$ cat config.mk
export PLATFORM = sky130hd
export DESIGN_NAME = seg7_mux_capture
export DESIGN_NICKNAME = d
export VERILOG_FILES = /design/src/rtl/seg7_pkg.sv /design/src/rtl/seg7_pattern_decode.sv /design/src/rtl/seg7_mux_capture.sv
export SDC_FILE = /design/constraint.sdc
export NUM_CORES = 1
export LEC_CHECK = 0
export CORE_AREA = 2 2 90 127
export CTS_CLUSTER_SIZE = 30
export DETAILED_ROUTE_END_ITERATION = 7
export DIE_AREA = 0 0 92 129
export GPL_TIMING_DRIVEN = 0
export REMOVE_ABC_BUFFERS = 1
export SLEW_MARGIN = 20
export SYNTH_ARGS = -nofsm -noshare
export SYNTH_HDL_FRONTEND = slang
export SYNTH_SLANG_ARGS = --single-unit
$ cat constraint.sdc
create_clock -name clk -period 2.25 [get_ports clk]
set_clock_uncertainty 0.05 [all_clocks]
set_input_delay 0.3375 -clock clk [delete_from_list [all_inputs] [get_ports clk]]
set_output_delay 0.3375 -clock clk [all_outputs]
set_load 0.005 [all_outputs]
$ cat src/rtl/seg7_pkg.sv
// Shared definitions for the 7-segment capture block: segment bit masks, digit patterns, FSM states.
package seg7_pkg;

    localparam logic [6:0] SEG_A = 7'h01;
    localparam logic [6:0] SEG_B = 7'h02;
    localparam logic [6:0] SEG_C = 7'h04;
    localparam logic [6:0] SEG_D = 7'h08;
    localparam logic [6:0] SEG_E = 7'h10;
    localparam logic [6:0] SEG_F = 7'h20;
    localparam logic [6:0] SEG_G = 7'h40;

    localparam logic [6:0] SEG_DARK    = 7'h00;
    localparam logic [6:0] SEG_DIGIT_0 = SEG_A | SEG_B | SEG_C | SEG_D | SEG_E | SEG_F;
    localparam logic [6:0] SEG_DIGIT_1 = SEG_B | SEG_C;
    localparam logic [6:0] SEG_DIGIT_2 = SEG_A | SEG_B | SEG_D | SEG_E | SEG_G;
    localparam logic [6:0] SEG_DIGIT_3 = SEG_A | SEG_B | SEG_C | SEG_D | SEG_G;
    localparam logic [6:0] SEG_DIGIT_4 = SEG_B | SEG_C | SEG_F | SEG_G;
    localparam logic [6:0] SEG_DIGIT_5 = SEG_A | SEG_C | SEG_D | SEG_F | SEG_G;
    localparam logic [6:0] SEG_DIGIT_6 = SEG_A | SEG_C | SEG_D | SEG_E | SEG_F | SEG_G;
    localparam logic [6:0] SEG_DIGIT_7 = SEG_A | SEG_B | SEG_C;
    localparam logic [6:0] SEG_DIGIT_8 = SEG_A | SEG_B | SEG_C | SEG_D | SEG_E | SEG_F | SEG_G;
    localparam logic [6:0] SEG_DIGIT_9 = SEG_A | SEG_B | SEG_C | SEG_D | SEG_F | SEG_G;

    typedef enum logic [1:0] {
        ST_IDLE   = 2'd0,
        ST_SETTLE = 2'd1,
        ST_DONE   = 2'd2
    } cap_state_t;

endpackage

$ cat src/rtl/seg7_pattern_decode.sv
// Strict 7-segment pattern to BCD decoder; purely combinational, no backpressure.
module seg7_pattern_decode
    import seg7_pkg::*;
(
    input  logic [6:0] i_pat,
    output logic       o_valid,
    output logic [3:0] o_digit
);

    always_comb begin
        o_valid = 1'b1;
        o_digit = 4'd0;
        case (i_pat)
            SEG_DIGIT_0: o_digit = 4'd0;
            SEG_DIGIT_1: o_digit = 4'd1;
            SEG_DIGIT_2: o_digit = 4'd2;
            SEG_DIGIT_3: o_digit = 4'd3;
            SEG_DIGIT_4: o_digit = 4'd4;
            SEG_DIGIT_5: o_digit = 4'd5;
            SEG_DIGIT_6: o_digit = 4'd6;
            SEG_DIGIT_7: o_digit = 4'd7;
            SEG_DIGIT_8: o_digit = 4'd8;
            SEG_DIGIT_9: o_digit = 4'd9;
            default:     o_valid = 1'b0;
        endcase
    end

endmodule

$ cat src/rtl/seg7_mux_capture.sv
// Snoops a muxed two-digit 7-seg bus back to BCD; capture visible 2+STABLE_CYCLES after pins settle, no backpressure.
// Optional SEG7_CAPTURE_BIN_EN adds a registered binary readback on value_bin.
module seg7_mux_capture
    import seg7_pkg::*;
#(
    parameter int STABLE_CYCLES  = 4,
    parameter int TIMEOUT_CYCLES = 1024
) (
    input  logic       clk,
    input  logic       rst,
    input  logic [6:0] seg_in,
    input  logic [1:0] com_in,
    input  logic       seg_pol,
    input  logic       com_pol,
    output logic [3:0] ones,
    output logic [3:0] tens,
    output logic       ones_blank,
    output logic       tens_blank,
    output logic       update,
    output logic       pat_err,
    output logic       collision,
    output logic [6:0] value_bin
);

    localparam int SW = $clog2(STABLE_CYCLES + 1);
    localparam int TW = $clog2(TIMEOUT_CYCLES + 1);

    logic [6:0]    r_seg_s1, r_seg_s2, r_prev_seg;
    logic [1:0]    r_com_s1, r_com_s2, r_sync_vld;
    cap_state_t    r_state [2];
    logic [SW-1:0] r_cnt   [2];
    logic [TW-1:0] r_idle  [2];
    logic [3:0]    r_ones, r_tens;
    logic          r_ob, r_tb, r_update, r_pat_err, r_collision;

    logic [6:0]    w_seg;
    logic [1:0]    w_com, w_act, w_hit, w_cap, w_err, w_tmo, w_dec_vld;
    logic          w_coll;
    logic [3:0]    w_dec_dig [2];
    logic [SW-1:0] w_cnt_nxt [2];
    logic [3:0]    w_ones_nxt, w_tens_nxt;
    logic          w_ob_nxt, w_tb_nxt;

    // Commons are ignored until the synchronizer has flushed its reset contents.
    assign w_seg  = r_seg_s2 ^ {7{~seg_pol}};
    assign w_com  = r_sync_vld[1] ? (r_com_s2 ^ {2{~com_pol}}) : 2'b00;
    assign w_coll = &w_com;
    assign w_act  = w_com & {2{~w_coll}};

    for (genvar d = 0; d < 2; d++) begin : g_dec
        seg7_pattern_decode u_dec (
            .i_pat   (w_seg),
            .o_valid (w_dec_vld[d]),
            .o_digit (w_dec_dig[d])
        );
    end

    always_comb begin
        for (int d = 0; d < 2; d++) begin
            w_cnt_nxt[d] = (r_state[d] == ST_SETTLE && w_seg == r_prev_seg) ?
                           r_cnt[d] + 1'b1 : SW'(1);
            w_hit[d] = w_act[d] && (r_state[d] != ST_DONE) &&
                       (w_cnt_nxt[d] == SW'(STABLE_CYCLES));
            w_cap[d] = w_hit[d] & w_dec_vld[d];
            w_err[d] = w_hit[d] & ~w_dec_vld[d] & (w_seg != SEG_DARK);
            w_tmo[d] = (r_idle[d] == TW'(TIMEOUT_CYCLES));
        end
    end

    assign w_ones_nxt = w_cap[0] ? w_dec_dig[0] : r_ones;
    assign w_ob_nxt   = w_cap[0] ? 1'b0 : (r_ob | w_tmo[0]);
    assign w_tens_nxt = w_cap[1] ? w_dec_dig[1] : (w_tmo[1] ? 4'd0 : r_tens);
    assign w_tb_nxt   = w_cap[1] ? 1'b0 : (r_tb | w_tmo[1]);

    always_ff @(posedge clk or posedge rst) begin
        if (rst) begin
            r_seg_s1    <= '0;
            r_seg_s2    <= '0;
            r_prev_seg  <= '0;
            r_com_s1    <= '0;
            r_com_s2    <= '0;
            r_sync_vld  <= '0;
            r_ones      <= '0;
            r_tens      <= '0;
            r_ob        <= 1'b1;
            r_tb        <= 1'b1;
            r_update    <= 1'b0;
            r_pat_err   <= 1'b0;
            r_collision <= 1'b0;
            for (int d = 0; d < 2; d++) begin
                r_state[d] <= ST_IDLE;
                r_cnt[d]   <= '0;
                r_idle[d]  <= '0;
            end
        end else begin
            r_seg_s1    <= seg_in;
            r_seg_s2    <= r_seg_s1;
            r_com_s1    <= com_in;
            r_com_s2    <= r_com_s1;
            r_sync_vld  <= {r_sync_vld[0], 1'b1};
            r_prev_seg  <= w_seg;
            r_ones      <= w_ones_nxt;
            r_tens      <= w_tens_nxt;
            r_ob        <= w_ob_nxt;
            r_tb        <= w_tb_nxt;
            r_update    <= {w_ones_nxt, w_tens_nxt, w_ob_nxt, w_tb_nxt} !=
                           {r_ones, r_tens, r_ob, r_tb};
            r_pat_err   <= |w_err;
            r_collision <= w_coll;
            for (int d = 0; d < 2; d++) begin
                if (w_cap[d]) begin
                    r_idle[d] <= '0;
                end else if (!w_coll && !w_com[d] && !w_tmo[d]) begin
                    r_idle[d] <= r_idle[d] + 1'b1;
                end
                // DONE latches until the common drops: one capture per window.
                case (r_state[d])
                    ST_IDLE: begin
                        if (w_act[d]) begin
                            r_state[d] <= ST_SETTLE;
                            r_cnt[d]   <= w_cnt_nxt[d];
                        end
                    end
                    ST_SETTLE: begin
                        if (!w_act[d]) begin
                            r_state[d] <= ST_IDLE;
                        end else if (w_hit[d]) begin
                            r_state[d] <= ST_DONE;
                        end else begin
                            r_cnt[d] <= w_cnt_nxt[d];
                        end
                    end
                    ST_DONE: begin
                        if (!w_act[d]) begin
                            r_state[d] <= ST_IDLE;
                        end
                    end
                    default: r_state[d] <= ST_IDLE;
                endcase
            end
        end
    end

`ifdef SEG7_CAPTURE_BIN_EN
    logic [6:0] r_value_bin;

    always_ff @(posedge clk or posedge rst) begin
        if (rst) begin
            r_value_bin <= '0;
        end else begin
            r_value_bin <= w_ob_nxt ? 7'd0 :
                           ({3'd0, w_tens_nxt} * 7'd10 + {3'd0, w_ones_nxt});
        end
    end

    assign value_bin = r_value_bin;
`else
    assign value_bin = 7'd0;
`endif

    assign ones       = r_ones;
    assign tens       = r_tens;
    assign ones_blank = r_ob;
    assign tens_blank = r_tb;
    assign update     = r_update;
    assign pat_err    = r_pat_err;
    assign collision  = r_collision;

endmodule

==> PnR_summary.wiki <==
{| class="wikitable"
! Metric !! Value
|-
| Result of the run || finished, violations left
|-
| Violations in the final reports || negative setup slack
|-
| Final critical-path required period || 2.49 ns
|-
| Sequential area share after synthesis || 49.0%
|-
| Core region area || 10700 um^2
|-
| Cell Count Post-Placement || 512
|-
| Highest clock frequency the design can meet || 0.401 GHz
|-
| Final ANT Viol Nets || 0
|-
| Proportion of layout cells with a drive suffix above 1 || 25.4%
|-
| CTS tree || done
|-
| Clock latency reported for the late side of the worst-skew pair || 0.33 ns
|-
| Cell with the most instances after synthesis || sky130_fd_sc_hd__dfrtp_1
|-
| Max stage delay cell, worst path || sky130_fd_sc_hd__or4_4
|-
| Area growth syn-to-layout || 30.9%
|-
| Wire length of the first global-routing pass || 13300 um
|-
| Grt total ovfl || 0
|-
| Cell count after synthesis || 359
|-
| Number of inserted diodes || 0
|-
| Pin count of the biggest net entering global routing || 48
|-
| Cell types with the highest counts after synthesis || 70 x sky130_fd_sc_hd__dfrtp_1, 38 x sky130_fd_sc_hd__nor2_1, 24 x sky130_fd_sc_hd__xnor2_1, 22 x sky130_fd_sc_hd__nand2_1, 17 x sky130_fd_sc_hd__nand3_1
|-
| Critical path depth in cells || 8
|-
| VDD IR max || 427 uV
|-
| Slack of the worst reg-to-reg path || -0.24 ns
|-
| Horiz. Die Dim || 92 um
|-
| Design Power || 0.00373 W
|-
| Cts-stage hold buffer count || 0
|-
| Fillers || 1013
|-
| Num Clock Sinks || 72
|-
| Total via count after detailed routing || 2750
|-
| Total number of yosys warnings || 0
|-
| Hold Path Class || input port to asynchronous set/reset pin
|-
| Total of flip-flops plus latches after synthesis || 72
|-
| Number of global-route vias before repair || 2808
|-
| CP required || 2.41 ns
|-
| Number of antenna violations at the first check in global routing || 0
|-
| Wire per inst || 13.8 um
|-
| Inserted Clock Buffers || 9
|-
| Die Ht || 129 um
|-
| Final Net Count || 432
|-
| Post-route insts no fill || 559
|-
| Number of max-slew violations in the final report || 0
|-
| Total I/O pin count || 33
|-
| Cell Pwr Density || 775 nW/um^2
|-
| Die footprint || 11900 um^2
|-
| Number of maximum-capacitance constraint violations || 0
|-
| Pre-Repair DR Iteration Count || 4
|-
| CTS max path bufs || 2
|-
| Final period util || 111%
|-
| Number of H-tree levels || 3
|-
| Worst Slack Setup Final || -0.241 ns
|-
| Detailed Place HPWL || 5040 um
|-
| Share of the core filled with cells in the final layout || 45.0%
|-
| Iter 0 DRT Violations || 139
|-
| CTS clock-pin slew for the worst setup and hold paths || 0.06 ns
|-
| Cell area after placement || 4000 um^2
|-
| Post-route cell area || 4820 um^2
|-
| Share of the synthesized area in the top cell type || 47.6%
|-
| Number of cells traversed by the worst register-to-register path || 8
|-
| Critical path fanouts, max || 4
|-
| Effective utilization at floorplan || 34.4%
|-
| EDFF count, synth || 0
|-
| Worst max-slew margin expressed relative to the limit || 41.0%
|-
| Cells traversed along the worst timing path || or4_4, mux2i_4, a222oi_1, buf_4, a211oi_2, o2111ai_1, a21oi_2, o221ai_2
|-
| Sum of routed wire length over all layers || 7720 um
|-
| Sort of element at the end of the critical path || flip-flop
|-
| Total standard cell area after synthesis || 3680 um^2
|-
| Standard-cell row count || 45
|-
| Pre-CTS WS || -1.59 ns
|-
| Max stage delay on crit path || 0.56 ns
|-
| Signal arrival time at the worst endpoint || 2.66 ns
|-
| Number of endpoints failing setup at the final stage || 20
|-
| Hold Fails Final Rpt || 0
|-
| Leakage || 1.99 nW
|-
| CP delay by family, top || compound AO/OA/AOI/OAI gates
|-
| Buffer type at the clock tree root || sky130_fd_sc_hd__clkbuf_16
|-
| Primary FF master, synth || sky130_fd_sc_hd__dfrtp_1
|-
| Cell type with the largest total area after synthesis || sky130_fd_sc_hd__dfrtp_1
|-
| Routability Congestion || 0.845
|-
| Mean post-synth cell area || 10.3 um^2
|-
| Unrepaired setup endpoints after global routing || yes
|-
| Worst Path Class, Setup || flip-flop to flip-flop
|-
| Critical Path Source Type || flip-flop
|-
| Count of port buffers added during placement || 25
|-
| Worst-Margin Slew || 0.885 ns
|-
| Async S/R FF share, synth || 100%
|-
| Sequential standard cell area || 1810 um^2
|-
| Routed via count divided by cell count || 4.92
|-
| Crit path buffers/inverters || 1
|-
| Number of remaining DRC errors || 0
|-
| Dominant cells by area after synthesis || sky130_fd_sc_hd__dfrtp_1 48%, sky130_fd_sc_hd__xnor2_1 5.7%, sky130_fd_sc_hd__nor2_1 3.9%
|-
| Multi-input gate area || 1930 um^2
|-
| Synth unique cells || 61
|-
| Total GRT Usage || 14.2%
|}
worst reg2reg max path: cells and delay by family (launching register included):
| family | cells | cell delay (ns) |
|---|---|---|
| multiplexers | 1 | 0.22 |
| AO/OA/AOI/OAI | 5 | 0.91 |
| AND/OR/NAND/NOR | 1 | 0.56 |
| flip-flops | 1 | 0.42 |
| buffers and inverters | 1 | 0.21 |
report_power, final:
part / internal [W] / total, W / switching [W]
logic: 0.000299 / 0.000628 / 0.000328
clock network: 0.000920 / 0.00145 / 0.000529
registers: 0.00146 / 0.00166 / 0.000192
total: 0.00268 / 0.00373 / 0.00105
flip-flops by register name, indices dropped and copies added, names as in the netlist:
register,flops
tens_blank,1
update,1
ones,4
r_state,4
r_idle,22
r_prev_seg,7
r_seg_s1,7
r_com_s2,2
pat_err,1
r_cnt,6
tens,4
ones_blank,1
r_seg_s2,7
r_sync_vld,2
r_com_s1,2
collision,1
repair_timing:
action,CTS,global route
endpoints found under the setup margin,41,37
gates resized for setup,51,14
cloned,1,0
buffers inserted,30,2
pin swaps,14,5
metal layers:
layer  GRT usage, %  wire length [um]
met4           6.58               171
met2           26.7              4190
met1           15.3              3140
met3           2.87               215
met5              0                 0
final cells by class:
type | count | area share, %
clock buffer | 12 | 5.32
clock inverter | 4 | 1.06
inverter | 15 | 1.22
multi-input combinational | 259 | 40.0
sequential | 72 | 37.6
tap | 141 | 3.66
timing repair buffer | 56 | 11.1
cells by family after synthesis:
group           count (synthesis)  share of synthesized area, %
buf+inv                        35                          5.84
fa+ha+maj                       6                          2.04
simple gates                  146                          22.0
other cells                     2                         0.204
mux                             4                          1.19
xor+xnor                       40                          9.51
flops                          72                          49.0
compound gates                 54                          10.3
layout by cell type, fill, tap and decap left out, drive strengths merged, types with 11 or more instances in the layout:
cell and instances:
nand2 23, clkdlybuf4s50 24, dfrtp 70, nand4 11
xor2 16, o21ai 17, buf 32, inv 16
clkbuf 12, a21oi 15, xnor2 24, nor2 38
nand3 17
through the flow:
stage	TNS (ns)	hold WS (ns)
after floorplan	-3.08	0.281
after global placement	-130.76	0.283
after detailed placement	-44.69	0.285
after CTS	-0.712	0.282
after global routing	-4.56	0.304
final	-1.00	0.275
final timing paths:
path                                to   startpoint
setup / recovery                update  r_seg_s2[0]
hold / removal             r_seg_s1[6]          rst
min in group clk           r_seg_s2[3]  r_seg_s1[3]
setup reg to reg                update  r_seg_s2[0]
hold reg to reg            r_seg_s2[3]  r_seg_s1[3]
max in group asynchronous   ones_blank          rst
No activity file was read; power rests on OpenSTA's default activity.
